<file path="config.mk">
export PLATFORM = sky130hd
export DESIGN_NAME = alu_md_unit_flat
export DESIGN_NICKNAME = d
export VERILOG_FILES = /design/src/rtl/alu_md_unit_if.sv /design/src/rtl/alu_md_unit.sv /design/src/flat_wrapper.sv
export SDC_FILE = /design/constraint.sdc
export NUM_CORES = 1
export LEC_CHECK = 0
export BUFFER_PORTS_ARGS = -buffer_cell sky130_fd_sc_hd__buf_2
export CORE_UTILIZATION = 45
export DETAILED_ROUTE_END_ITERATION = 16
export RECOVER_POWER = 50
export SLEW_MARGIN = 20
export SYNTH_ARGS = -nofsm -noshare
export SYNTH_HDL_FRONTEND = slang
export SYNTH_SLANG_ARGS = --single-unit
</file>
<file path="constraint.sdc">
create_clock -name clk -period 10.7 [get_ports clk]
set_input_delay 1.07 -clock clk [delete_from_list [all_inputs] [get_ports clk]]
set_output_delay 1.07 -clock clk [all_outputs]
set_load 0.005 [all_outputs]
</file>
<file path="src/rtl/alu_md_unit_if.sv">
// Request/response bundle between the execute stage and the ALU / mul-div unit.
// The master side issues operations; the slave side is the unit itself.
interface alu_md_unit_if #(
    parameter int XLEN = 32
);
    logic            in_valid;
    logic            in_ready;
    logic [2:0]      funct3;
    logic            funct7_bit5;
    logic            funct7_bit0;
    logic [XLEN-1:0] operand1;
    logic [XLEN-1:0] operand2;
    logic            out_valid;
    logic [XLEN-1:0] ALU_result;

    modport master (
        output in_valid, funct3, funct7_bit5, funct7_bit0, operand1, operand2,
        input  in_ready, out_valid, ALU_result
    );

    modport slave (
        input  in_valid, funct3, funct7_bit5, funct7_bit0, operand1, operand2,
        output in_ready, out_valid, ALU_result
    );
endinterface

</file>
<file path="src/rtl/alu_md_unit.sv">
// Registered RV integer ALU: base ops in one cycle, M-extension ops through an
// iterative radix-2 multiplier / restoring divider taking XLEN cycles.
module alu_md_unit #(
    parameter int XLEN  = 32,
    parameter int M_EXT = 1
) (
    input  logic          clk,
    input  logic          reset,
    alu_md_unit_if.slave  bus
);
    localparam int SW = $clog2(XLEN);

    typedef enum logic [1:0] {IDLE, MUL, DIV, DONE} state_t;

    state_t            state_q, state_d;
    logic [SW-1:0]     count_q, count_d;
    logic [2*XLEN-1:0] acc_q, acc_d;
    logic [XLEN-1:0]   opb_q, opb_d;
    logic [2:0]        op_q, op_d;
    logic              neg_q, neg_d;
    logic              rem_neg_q, rem_neg_d;
    logic              out_valid_q, out_valid_d;
    logic [XLEN-1:0]   result_q, result_d;

    logic              accept;
    logic              is_m;
    logic [SW-1:0]     shamt;
    logic [XLEN-1:0]   base_result;
    logic              a_signed, b_signed, a_sign, b_sign;
    logic [XLEN-1:0]   a_mag, b_mag;
    logic              div_zero, div_ovf;
    logic [XLEN-1:0]   fast_result;
    logic [XLEN:0]     mul_sum;
    logic [2*XLEN-1:0] mul_acc, mul_prod;
    logic [XLEN-1:0]   mul_result;
    logic [XLEN:0]     div_trial, div_diff;
    logic [2*XLEN-1:0] div_acc;
    logic [XLEN-1:0]   div_quo, div_rem, div_result;

    assign bus.in_ready   = (state_q == IDLE) || (state_q == DONE);
    assign bus.out_valid  = out_valid_q;
    assign bus.ALU_result = result_q;
    assign accept         = bus.in_valid && bus.in_ready;
    assign is_m           = (M_EXT != 0) && bus.funct7_bit0;
    assign shamt          = bus.operand2[SW-1:0];

    always_comb begin
        base_result = '0;
        case (bus.funct3)
            3'b000: base_result = bus.funct7_bit5 ? bus.operand1 - bus.operand2
                                                  : bus.operand1 + bus.operand2;
            3'b001: base_result = bus.operand1 << shamt;
            3'b010: base_result = {{(XLEN-1){1'b0}}, $signed(bus.operand1) < $signed(bus.operand2)};
            3'b011: base_result = {{(XLEN-1){1'b0}}, bus.operand1 < bus.operand2};
            3'b100: base_result = bus.operand1 ^ bus.operand2;
            3'b101: base_result = bus.funct7_bit5 ? $unsigned($signed(bus.operand1) >>> shamt)
                                                  : bus.operand1 >> shamt;
            3'b110: base_result = bus.operand1 | bus.operand2;
            default: base_result = bus.operand1 & bus.operand2;
        endcase
    end

    // MUL keeps unsigned magnitudes since its low half does not depend on signedness.
    always_comb begin
        a_signed    = bus.funct3[2] ? ~bus.funct3[0]
                                    : (bus.funct3 == 3'b001) || (bus.funct3 == 3'b010);
        b_signed    = bus.funct3[2] ? ~bus.funct3[0] : (bus.funct3 == 3'b001);
        a_sign      = a_signed && bus.operand1[XLEN-1];
        b_sign      = b_signed && bus.operand2[XLEN-1];
        a_mag       = a_sign ? -bus.operand1 : bus.operand1;
        b_mag       = b_sign ? -bus.operand2 : bus.operand2;
        div_zero    = (bus.operand2 == '0);
        div_ovf     = !bus.funct3[0] && (bus.operand1 == {1'b1, {(XLEN-1){1'b0}}})
                      && (bus.operand2 == '1);
        fast_result = bus.funct3[1] ? (div_zero ? bus.operand1 : '0)
                                    : (div_zero ? '1 : bus.operand1);
    end

    // acc_q holds {partial product, remaining multiplier} or {remainder, dividend/quotient}.
    always_comb begin
        mul_sum    = {1'b0, acc_q[2*XLEN-1:XLEN]} + (acc_q[0] ? {1'b0, opb_q} : '0);
        mul_acc    = {mul_sum, acc_q[XLEN-1:1]};
        mul_prod   = neg_q ? -mul_acc : mul_acc;
        mul_result = (op_q == 3'b000) ? mul_prod[XLEN-1:0] : mul_prod[2*XLEN-1:XLEN];

        div_trial  = {acc_q[2*XLEN-1:XLEN], acc_q[XLEN-1]};
        div_diff   = div_trial - {1'b0, opb_q};
        div_acc    = div_diff[XLEN] ? {div_trial[XLEN-1:0], acc_q[XLEN-2:0], 1'b0}
                                    : {div_diff[XLEN-1:0], acc_q[XLEN-2:0], 1'b1};
        div_quo    = div_acc[XLEN-1:0];
        div_rem    = div_acc[2*XLEN-1:XLEN];
        div_result = op_q[1] ? (rem_neg_q ? -div_rem : div_rem)
                             : (neg_q ? -div_quo : div_quo);
    end

    always_comb begin
        state_d     = state_q;
        count_d     = count_q;
        acc_d       = acc_q;
        opb_d       = opb_q;
        op_d        = op_q;
        neg_d       = neg_q;
        rem_neg_d   = rem_neg_q;
        out_valid_d = 1'b0;
        result_d    = result_q;
        case (state_q)
            IDLE, DONE: begin
                state_d = IDLE;
                if (accept) begin
                    op_d = bus.funct3;
                    if (!is_m) begin
                        result_d    = base_result;
                        out_valid_d = 1'b1;
                    end else if (bus.funct3[2] && (div_zero || div_ovf)) begin
                        result_d    = fast_result;
                        out_valid_d = 1'b1;
                    end else begin
                        state_d   = bus.funct3[2] ? DIV : MUL;
                        count_d   = '0;
                        neg_d     = a_sign ^ b_sign;
                        rem_neg_d = a_sign;
                        acc_d     = bus.funct3[2] ? {{XLEN{1'b0}}, a_mag} : {{XLEN{1'b0}}, b_mag};
                        opb_d     = bus.funct3[2] ? b_mag : a_mag;
                    end
                end
            end
            MUL, DIV: begin
                acc_d   = (state_q == MUL) ? mul_acc : div_acc;
                count_d = count_q + SW'(1);
                if (count_q == SW'(XLEN-1)) begin
                    state_d     = DONE;
                    count_d     = '0;
                    out_valid_d = 1'b1;
                    result_d    = (state_q == MUL) ? mul_result : div_result;
                end
            end
            default: state_d = IDLE;
        endcase
    end

    always_ff @(posedge clk) begin
        if (reset) begin
            state_q     <= IDLE;
            count_q     <= '0;
            acc_q       <= '0;
            opb_q       <= '0;
            op_q        <= '0;
            neg_q       <= 1'b0;
            rem_neg_q   <= 1'b0;
            out_valid_q <= 1'b0;
            result_q    <= '0;
        end else begin
            state_q     <= state_d;
            count_q     <= count_d;
            acc_q       <= acc_d;
            opb_q       <= opb_d;
            op_q        <= op_d;
            neg_q       <= neg_d;
            rem_neg_q   <= rem_neg_d;
            out_valid_q <= out_valid_d;
            result_q    <= result_d;
        end
    end
endmodule

</file>
<file path="src/flat_wrapper.sv">
// flat-port wrapper written by rule: the top's interface ports become plain ports
module alu_md_unit_flat 
#(
    parameter int XLEN  = 32,
    parameter int M_EXT = 1
)
  (clk, reset, bus_in_valid, bus_funct3, bus_funct7_bit5, bus_funct7_bit0, bus_operand1, bus_operand2, bus_in_ready, bus_out_valid, bus_ALU_result);
  alu_md_unit_if #(.XLEN(XLEN)) bus_i ();
  input  logic clk;
  input  logic reset;
  input wire logic [$bits(bus_i.in_valid)-1:0] bus_in_valid;
  input wire logic [$bits(bus_i.funct3)-1:0] bus_funct3;
  input wire logic [$bits(bus_i.funct7_bit5)-1:0] bus_funct7_bit5;
  input wire logic [$bits(bus_i.funct7_bit0)-1:0] bus_funct7_bit0;
  input wire logic [$bits(bus_i.operand1)-1:0] bus_operand1;
  input wire logic [$bits(bus_i.operand2)-1:0] bus_operand2;
  output wire logic [$bits(bus_i.in_ready)-1:0] bus_in_ready;
  output wire logic [$bits(bus_i.out_valid)-1:0] bus_out_valid;
  output wire logic [$bits(bus_i.ALU_result)-1:0] bus_ALU_result;
  assign bus_i.in_valid = bus_in_valid;
  assign bus_i.funct3 = bus_funct3;
  assign bus_i.funct7_bit5 = bus_funct7_bit5;
  assign bus_i.funct7_bit0 = bus_funct7_bit0;
  assign bus_i.operand1 = bus_operand1;
  assign bus_i.operand2 = bus_operand2;
  assign bus_in_ready = bus_i.in_ready;
  assign bus_out_valid = bus_i.out_valid;
  assign bus_ALU_result = bus_i.ALU_result;
  alu_md_unit #(.XLEN(XLEN), .M_EXT(M_EXT)) u_core (.clk(clk), .reset(reset), .bus(bus_i));
endmodule
</file>
==> flow_metrics.tcl, run 1 <==
set metrics [dict create \
    status "complete, but fails checks" \
    violations "max-capacitance violations, max-slew violations" \
    sequentialPowerShare 0.101 \
    synthCells 3720 \
    critPathTopFamily "buffers and inverters" \
    synth.yosys.seq_area_share 0.112 \
    dr.pass1.iters 7 \
    fp.coreArea_um2 55300 \
    die_h_um 239 \
    grt_setup_unrepaired "false" \
    cts_tree "yes" \
    syn_nets 3966 \
    grt_max_degree 93 \
    drive_gt1_frac 0.0798 \
    synth_area_per_cell_um2 6.80 \
    crit_path_cell_trace "clkbuf_1 -> clkinv_1 -> ha_1 -> and4_1 -> nand4_1 -> o21ai_0 -> a21oi_1 -> nand2_2 -> clkbuf_1 -> a211oi_1 -> a221oi_1 -> nor2_1" \
    power_switching_mw 5.42 \
    ys_ff_latch 141 \
    final.setup.worst_slack_ns 3.08 \
    synth_area_um2 25300 \
    antenna_found_initial 3 \
    place_ws_ns 4.45 \
    dieArea_um2 57200 \
    fin_crit_ns 7.62 \
    synth_area_leaders "dfxtp_1 11%, ha_1 8.4%, a21oi_1 7.4%, nor2_1 7.2%, o21ai_0 5.8%" \
    cp.depth 12 \
    relSlewSlack -1.52 \
    fin_cells 4344 \
    grt_pass1_wl_um 173000 \
    numPortBuffers 105 \
    drc 0 \
    clk_path_buf_depth 2 \
    hold_buffers 0 \
    synth_common_cells "484 x nor2_1, 375 x a21oi_1, 319 x nand2_1, 292 x o21ai_0, 263 x clkbuf_1" \
    clock-sinks 141 \
    root_buffer "clkbuf_16" \
    crit_slowest_cell "a211oi_1" \
    hold_violations 0 \
    seq_area_um2 2830 \
    fin_hold_ws_ns 0.455 \
    met2_usage 0.626 \
    ir_worst_vdd_mv 0.338 \
    drt_wl_total_um 116000 \
    grtUsageMet3 0.0595 \
    pwr-share-clk 0.070 \
    clk_pin_slew_ns 0.06 \
    syn2layout_area_growth_pct 4.67 \
    finalCritPeriodShare 0.712 \
    power_density_nw_per_um2 332 \
    leakagePower_nw 10.4 \
    sw_frac_of_total 0.615 \
    fp-row-count 86 \
    fillers 5916 \
    hold_depth 2 \
    fmax_ghz 0.131 \
    synth.most_common_cell "nor2_1" \
    grtUsageTotal 0.401 \
    setup-violations-final 0 \
    internal_power_mw 3.39 \
    grt_use_met1 0.526 \
    maxCapViolCount 7 \
    gp_congestion 1.02 \
    busiest_layer "met2" \
    detail_route.wl_per_cell_um 26.8 \
    path_max_fanout 66 \
    dpl.cell_count 4311 \
    worstMarginPinSlew_ns 3.78 \
    cts_setup_buffers 0 \
    fin_nets 3828 \
    crit_required_ns 11.06 \
    skew_ns 0.0105 \
    synth.top_cell.area_share 0.112 \
    finalSetupTns_ns 0 \
    worst_setup_path_start_kind "input port" \
    yosys.area.top_type "dfxtp_1" \
    synth_warnings 0 \
    h-tree-depth 4 \
    hpwl_um 88500 \
    ant_nets 0 \
    synth_edf_count 0 \
    first_iter_violations 3294 \
    cts_buffers 17 \
    ios 106 \
    crit_type "in -> reg" \
    multi_input_area_um2 20600 \
    hold_path_class "reg -> reg" \
    crit_buf_inv 3 \
    dr_total_vias 28817 \
    crit_top_cell "clkbuf_1" \
    synth-main-ff-cell "dfxtp_1" \
    overflow 0 \
    ys_types 102 \
    worstPathArrival_ns 7.98 \
    die_w_um 239 \
    start_util 0.457 \
    comb_power_share 0.830 \
    synth-async-reset-ratio 0 \
    cts.repair.resized 0 \
    r2r_cells 22 \
    crit_path_end_kind "register" \
    grt_pass1_vias 26647 \
    critical_path.max_stage_delay_ns 1.34 \
    slew_violations 402 \
    via_per_inst 6.63 \
    clk_latency_ns 0.46 \
]
-- kinds of logic after synthesis --
logic type	after synthesis	synth area share
and+or+nand+nor	1220	0.222
DFF	141	0.112
muxes	165	0.0956
adders and majority gates	179	0.0892
xor gates and xnor gates	232	0.0806
buffers and inverters	492	0.0746
AOI/OAI and AO/OA	1291	0.327
-- power groups by stage --
stage	registers [mW]	logic, mW	clock network [mW]
finish	0.887	7.30	0.614
global route	0.898	7.81	0.640
CTS	0.874	7.09	0.620
detailed placement	0.886	7.04	0
global placement	0.885	7.08	0
floorplan	0.760	5.14	0
-- worst register-to-register path, stage by stage (launching register included) --
cell and delay, ns:
dfxtp_1 0.53, inv_1 0.13, ha_1 0.23, fa_1 0.47, nand2b_1 0.19, a211o_1 0.34, a21o_1 0.25, a211oi_1 0.41
o211a_2 0.24, buf_4 0.44, inv_2 0.15, buf_4 0.32, a21oi_1 0.33, ha_1 0.25, inv_1 0.08, nor3_1 0.17
mux2i_1 0.16, nand2b_1 0.26, nor4_1 0.65, a21oi_1 0.19, xor2_1 0.20, o21ai_1 0.10, a2111oi_2 0.30
-- final timing paths --
path                     from                         to  slack, ns
max           bus_operand2[1]           u_core.acc_q[30]       3.08
max reg2reg  u_core.acc_q[31]  u_core.bus.ALU_result[22]       4.19
min          u_core.opb_q[22]           u_core.opb_q[22]       0.45
min reg2reg  u_core.opb_q[22]           u_core.opb_q[22]       0.45
-- sequential cells by signal, summed over array words and instances (netlist names) --
name	count
u_core.acc_q	64
u_core.bus.ALU_result	32
u_core.bus.out_valid	1
u_core.count_q	5
u_core.neg_q	1
u_core.op_q	3
u_core.opb_q	32
u_core.rem_neg_q	1
u_core.state_q	2
-- cell usage in the layout (no fill, tap or decap), types with 18 or more instances in the layout --
cell type / count
mux2i_1: 91
a21o_1: 46
o21ai_1: 31
a22oi_1: 18
o31ai_1: 45
buf_4: 46
and2_1: 21
mux4_2: 60
nand4_1: 32
o221ai_1: 23
nor2_1: 484
clkbuf_1: 30
a211oi_1: 100
dfxtp_1: 139
nor3_1: 101
ha_1: 170
nand2b_1: 18
nand3_1: 63
o21a_1: 23
xor2_1: 71
nor4_1: 30
and3_1: 25
or3_1: 34
a21oi_1: 374
a211o_1: 19
o21ai_0: 292
a31oi_1: 40
xnor2_1: 160
o211ai_1: 83
nand2_1: 318
buf_2: 79
o21bai_1: 19
inv_1: 172
-- metrics by stage --
| step | area [um2] | utilization | power, mW |
|---|---|---|---|
| final | 26500 | 0.479 | 8.81 |
| after detailed placement | 26000 | 0.470 | 7.93 |
| after global placement | 26000 | 0.470 | 7.96 |
| after global routing | 26500 | 0.479 | 9.35 |
| after CTS | 26500 | 0.480 | 8.58 |
| after floorplan | 25300 | - | 5.90 |
-- area by class of cell --
type,instances,share of cell area
inverter,182,0.0258
multi-input combinational,3087,0.779
clock buffer,20,0.0169
sequential,141,0.107
tap,748,0.0353
antenna,1,0.0000945
clock inverter,12,0.00477
timing repair buffer,153,0.0319
-- routing by layer --
metal / wire, um / share of wire
met5: 14 / 0.00012
met4: 7530 / 0.065
met3: 10200 / 0.088
met2: 51100 / 0.44
met1: 47400 / 0.41
(Power assumes the default switching activity.)
==> run 2, diff against run 1 <==
==> constraint.sdc (replaced) <==
create_clock -name clk -period 7.1 [get_ports clk]
set_input_delay 0.71 -clock clk [delete_from_list [all_inputs] [get_ports clk]]
set_output_delay 0.71 -clock clk [all_outputs]
set_load 0.005 [all_outputs]
==> flow_metrics.tcl, run 2 (synthesis gave the netlist of run 1 again) <==
set metrics [dict create \
    antenna_found_initial 3 \
    worstMarginPinSlew_ns 3.07 \
    drc 0 \
    largest_reg_flops 64 \
    finalSetupTns_ns 0 \
    reg2reg_slack_ns 0.98 \
    cts_setup_buffers 0 \
    die_w_um 239 \
    grt_setup_unrepaired "false" \
    crit_path_end_kind "register" \
    critical_path.max_stage_delay_ns 2.27 \
    setup-violations-final 0 \
    via_per_inst 6.65 \
    fin_nets 3840 \
    overflow 0 \
    fin_crit_ns 6.12 \
    maxCapViolCount 6 \
    power_density_nw_per_um2 493 \
    first_iter_violations 3356 \
    hp-start "u_core.bus.ALU_result[2]" \
    hold_depth 2 \
    h-tree-depth 4 \
    hold_violations 0 \
    clk_pin_slew_ns 0.06 \
    hold_path_class "reg -> reg" \
    fp.coreArea_um2 55300 \
    grtUsageTotal 0.399 \
    ios 106 \
    whs_endpoint "u_core.bus.ALU_result[2]" \
    ant_nets 0 \
    clk_path_buf_depth 2 \
    dr_total_vias 28966 \
    grt_pass1_vias 26419 \
    hold_buffers 0 \
    post-route-util 0.481 \
    r2r-start "u_core.state_q[1]" \
    hpwl_um 89800 \
    cts.repair.resized 0 \
    crit_required_ns 7.41 \
    ir_worst_vdd_mv 0.423 \
    status "complete, but fails checks" \
    start_util 0.457 \
    finalCritPeriodShare 0.861 \
    gp_congestion 1.04 \
    clock-sinks 141 \
    skew_ns 0.00746 \
    fmax_ghz 0.164 \
    worst_setup_path_start_kind "register" \
    numPortBuffers 105 \
    grt_max_degree 93 \
    leakagePower_nw 10.4 \
    crit_path_cell_trace "inv_1 -> ha_1 -> clkbuf_1 -> o21ai_0 -> a21oi_1 -> o211ai_1 -> o211ai_1 -> a21oi_1" \
    relSlewSlack -1.05 \
    violations "max-capacitance violations, max-slew violations" \
    layout_commonest_cell "nor2_1" \
    fp-row-count 86 \
    grt_pass1_wl_um 172000 \
    drive_gt1_frac 0.0821 \
    die_h_um 239 \
    slew_violations 274 \
    syn2layout_area_growth_pct 5.14 \
    clk_latency_ns 0.46 \
    root_buffer "clkbuf_16" \
    cts_tree "yes" \
    path_max_fanout 50 \
    r2r_cells 8 \
    worstPathArrival_ns 6.43 \
    fillers 5909 \
    dieArea_um2 57200 \
    final_cell_mix "484 x nor2_1, 374 x a21oi_1, 319 x nand2_1, 292 x o21ai_0, 172 x inv_1" \
    crit_slowest_cell "clkbuf_1" \
    dr.pass1.iters 7 \
    cts_buffers 17 \
    crit_type "reg -> reg" \
    drt_wl_total_um 117000 \
    regMostFlops "u_core.acc_q" \
    reg2reg_to "u_core.bus.ALU_result[0]" \
    detail_route.wl_per_cell_um 26.8 \
]
[run 2: how the worst max path moves through the flow]
stage	start	cells after the start	to
after global routing	u_core.state_q[1]	8	u_core.bus.ALU_result[0]
after global placement	u_core.acc_q[31]	20	u_core.bus.ALU_result[20]
final	u_core.state_q[1]	8	u_core.bus.ALU_result[0]
after CTS	u_core.acc_q[31]	17	u_core.bus.ALU_result[31]
after floorplan	u_core.acc_q[31]	24	u_core.bus.ALU_result[28]
after detailed placement	u_core.acc_q[31]	17	u_core.bus.ALU_result[21]
[run 2: final cells by class]
| cell class | instances | area, um2 | share of cell area |
|---|---|---|---|
| sequential | 141 | 2830 | 0.106 |
| clock buffer | 22 | 474 | 0.0178 |
| clock inverter | 10 | 138 | 0.00517 |
| tap | 748 | 936 | 0.0352 |
| timing repair buffer | 165 | 932 | 0.0350 |
| antenna | 1 | 2.50 | 0.0000941 |
| multi-input combinational | 3087 | 20600 | 0.775 |
| inverter | 182 | 683 | 0.0257 |
[run 2: through the flow]
step / cells / hold WS [ns] / setup WS (ns) / total power [mW] / cell area, um2
after floorplan: 3720 / 0.432 / 1.93 / 8.89 / 25300
after global placement: 4323 / 0.441 / 1.62 / 11.8 / 26100
after detailed placement: 4323 / 0.445 / 1.53 / 11.8 / 26100
after CTS: 4355 / 0.453 / 1.48 / 12.8 / 26700
after global routing: 4355 / 0.467 / 0.944 / 13.9 / 26600
final: 4356 / 0.455 / 0.984 / 13.1 / 26600
[run 2: layer usage]
layer  track usage  up-vias  part of all wire
li1              -    13372                 -
met1         0.518    13620              0.40
met2         0.626     1618              0.44
met3        0.0644      350             0.092
met4         0.226        6             0.062
met5             0        -           0.00029
[run 2: where the power goes]
part           switching, mW  internal, mW
sequential             0.342         0.992
combinational           7.20          3.62
clock                  0.385         0.579
total                   7.93          5.19
[run 2: worst max-delay path, delay by kind of cell (launching register included)]
kind	cells	cell delay, ns
buffers and inverters	2	2.32
adders and majority gates	1	1.47
DFF	1	0.35
AOI/OAI and AO/OA	5	1.83
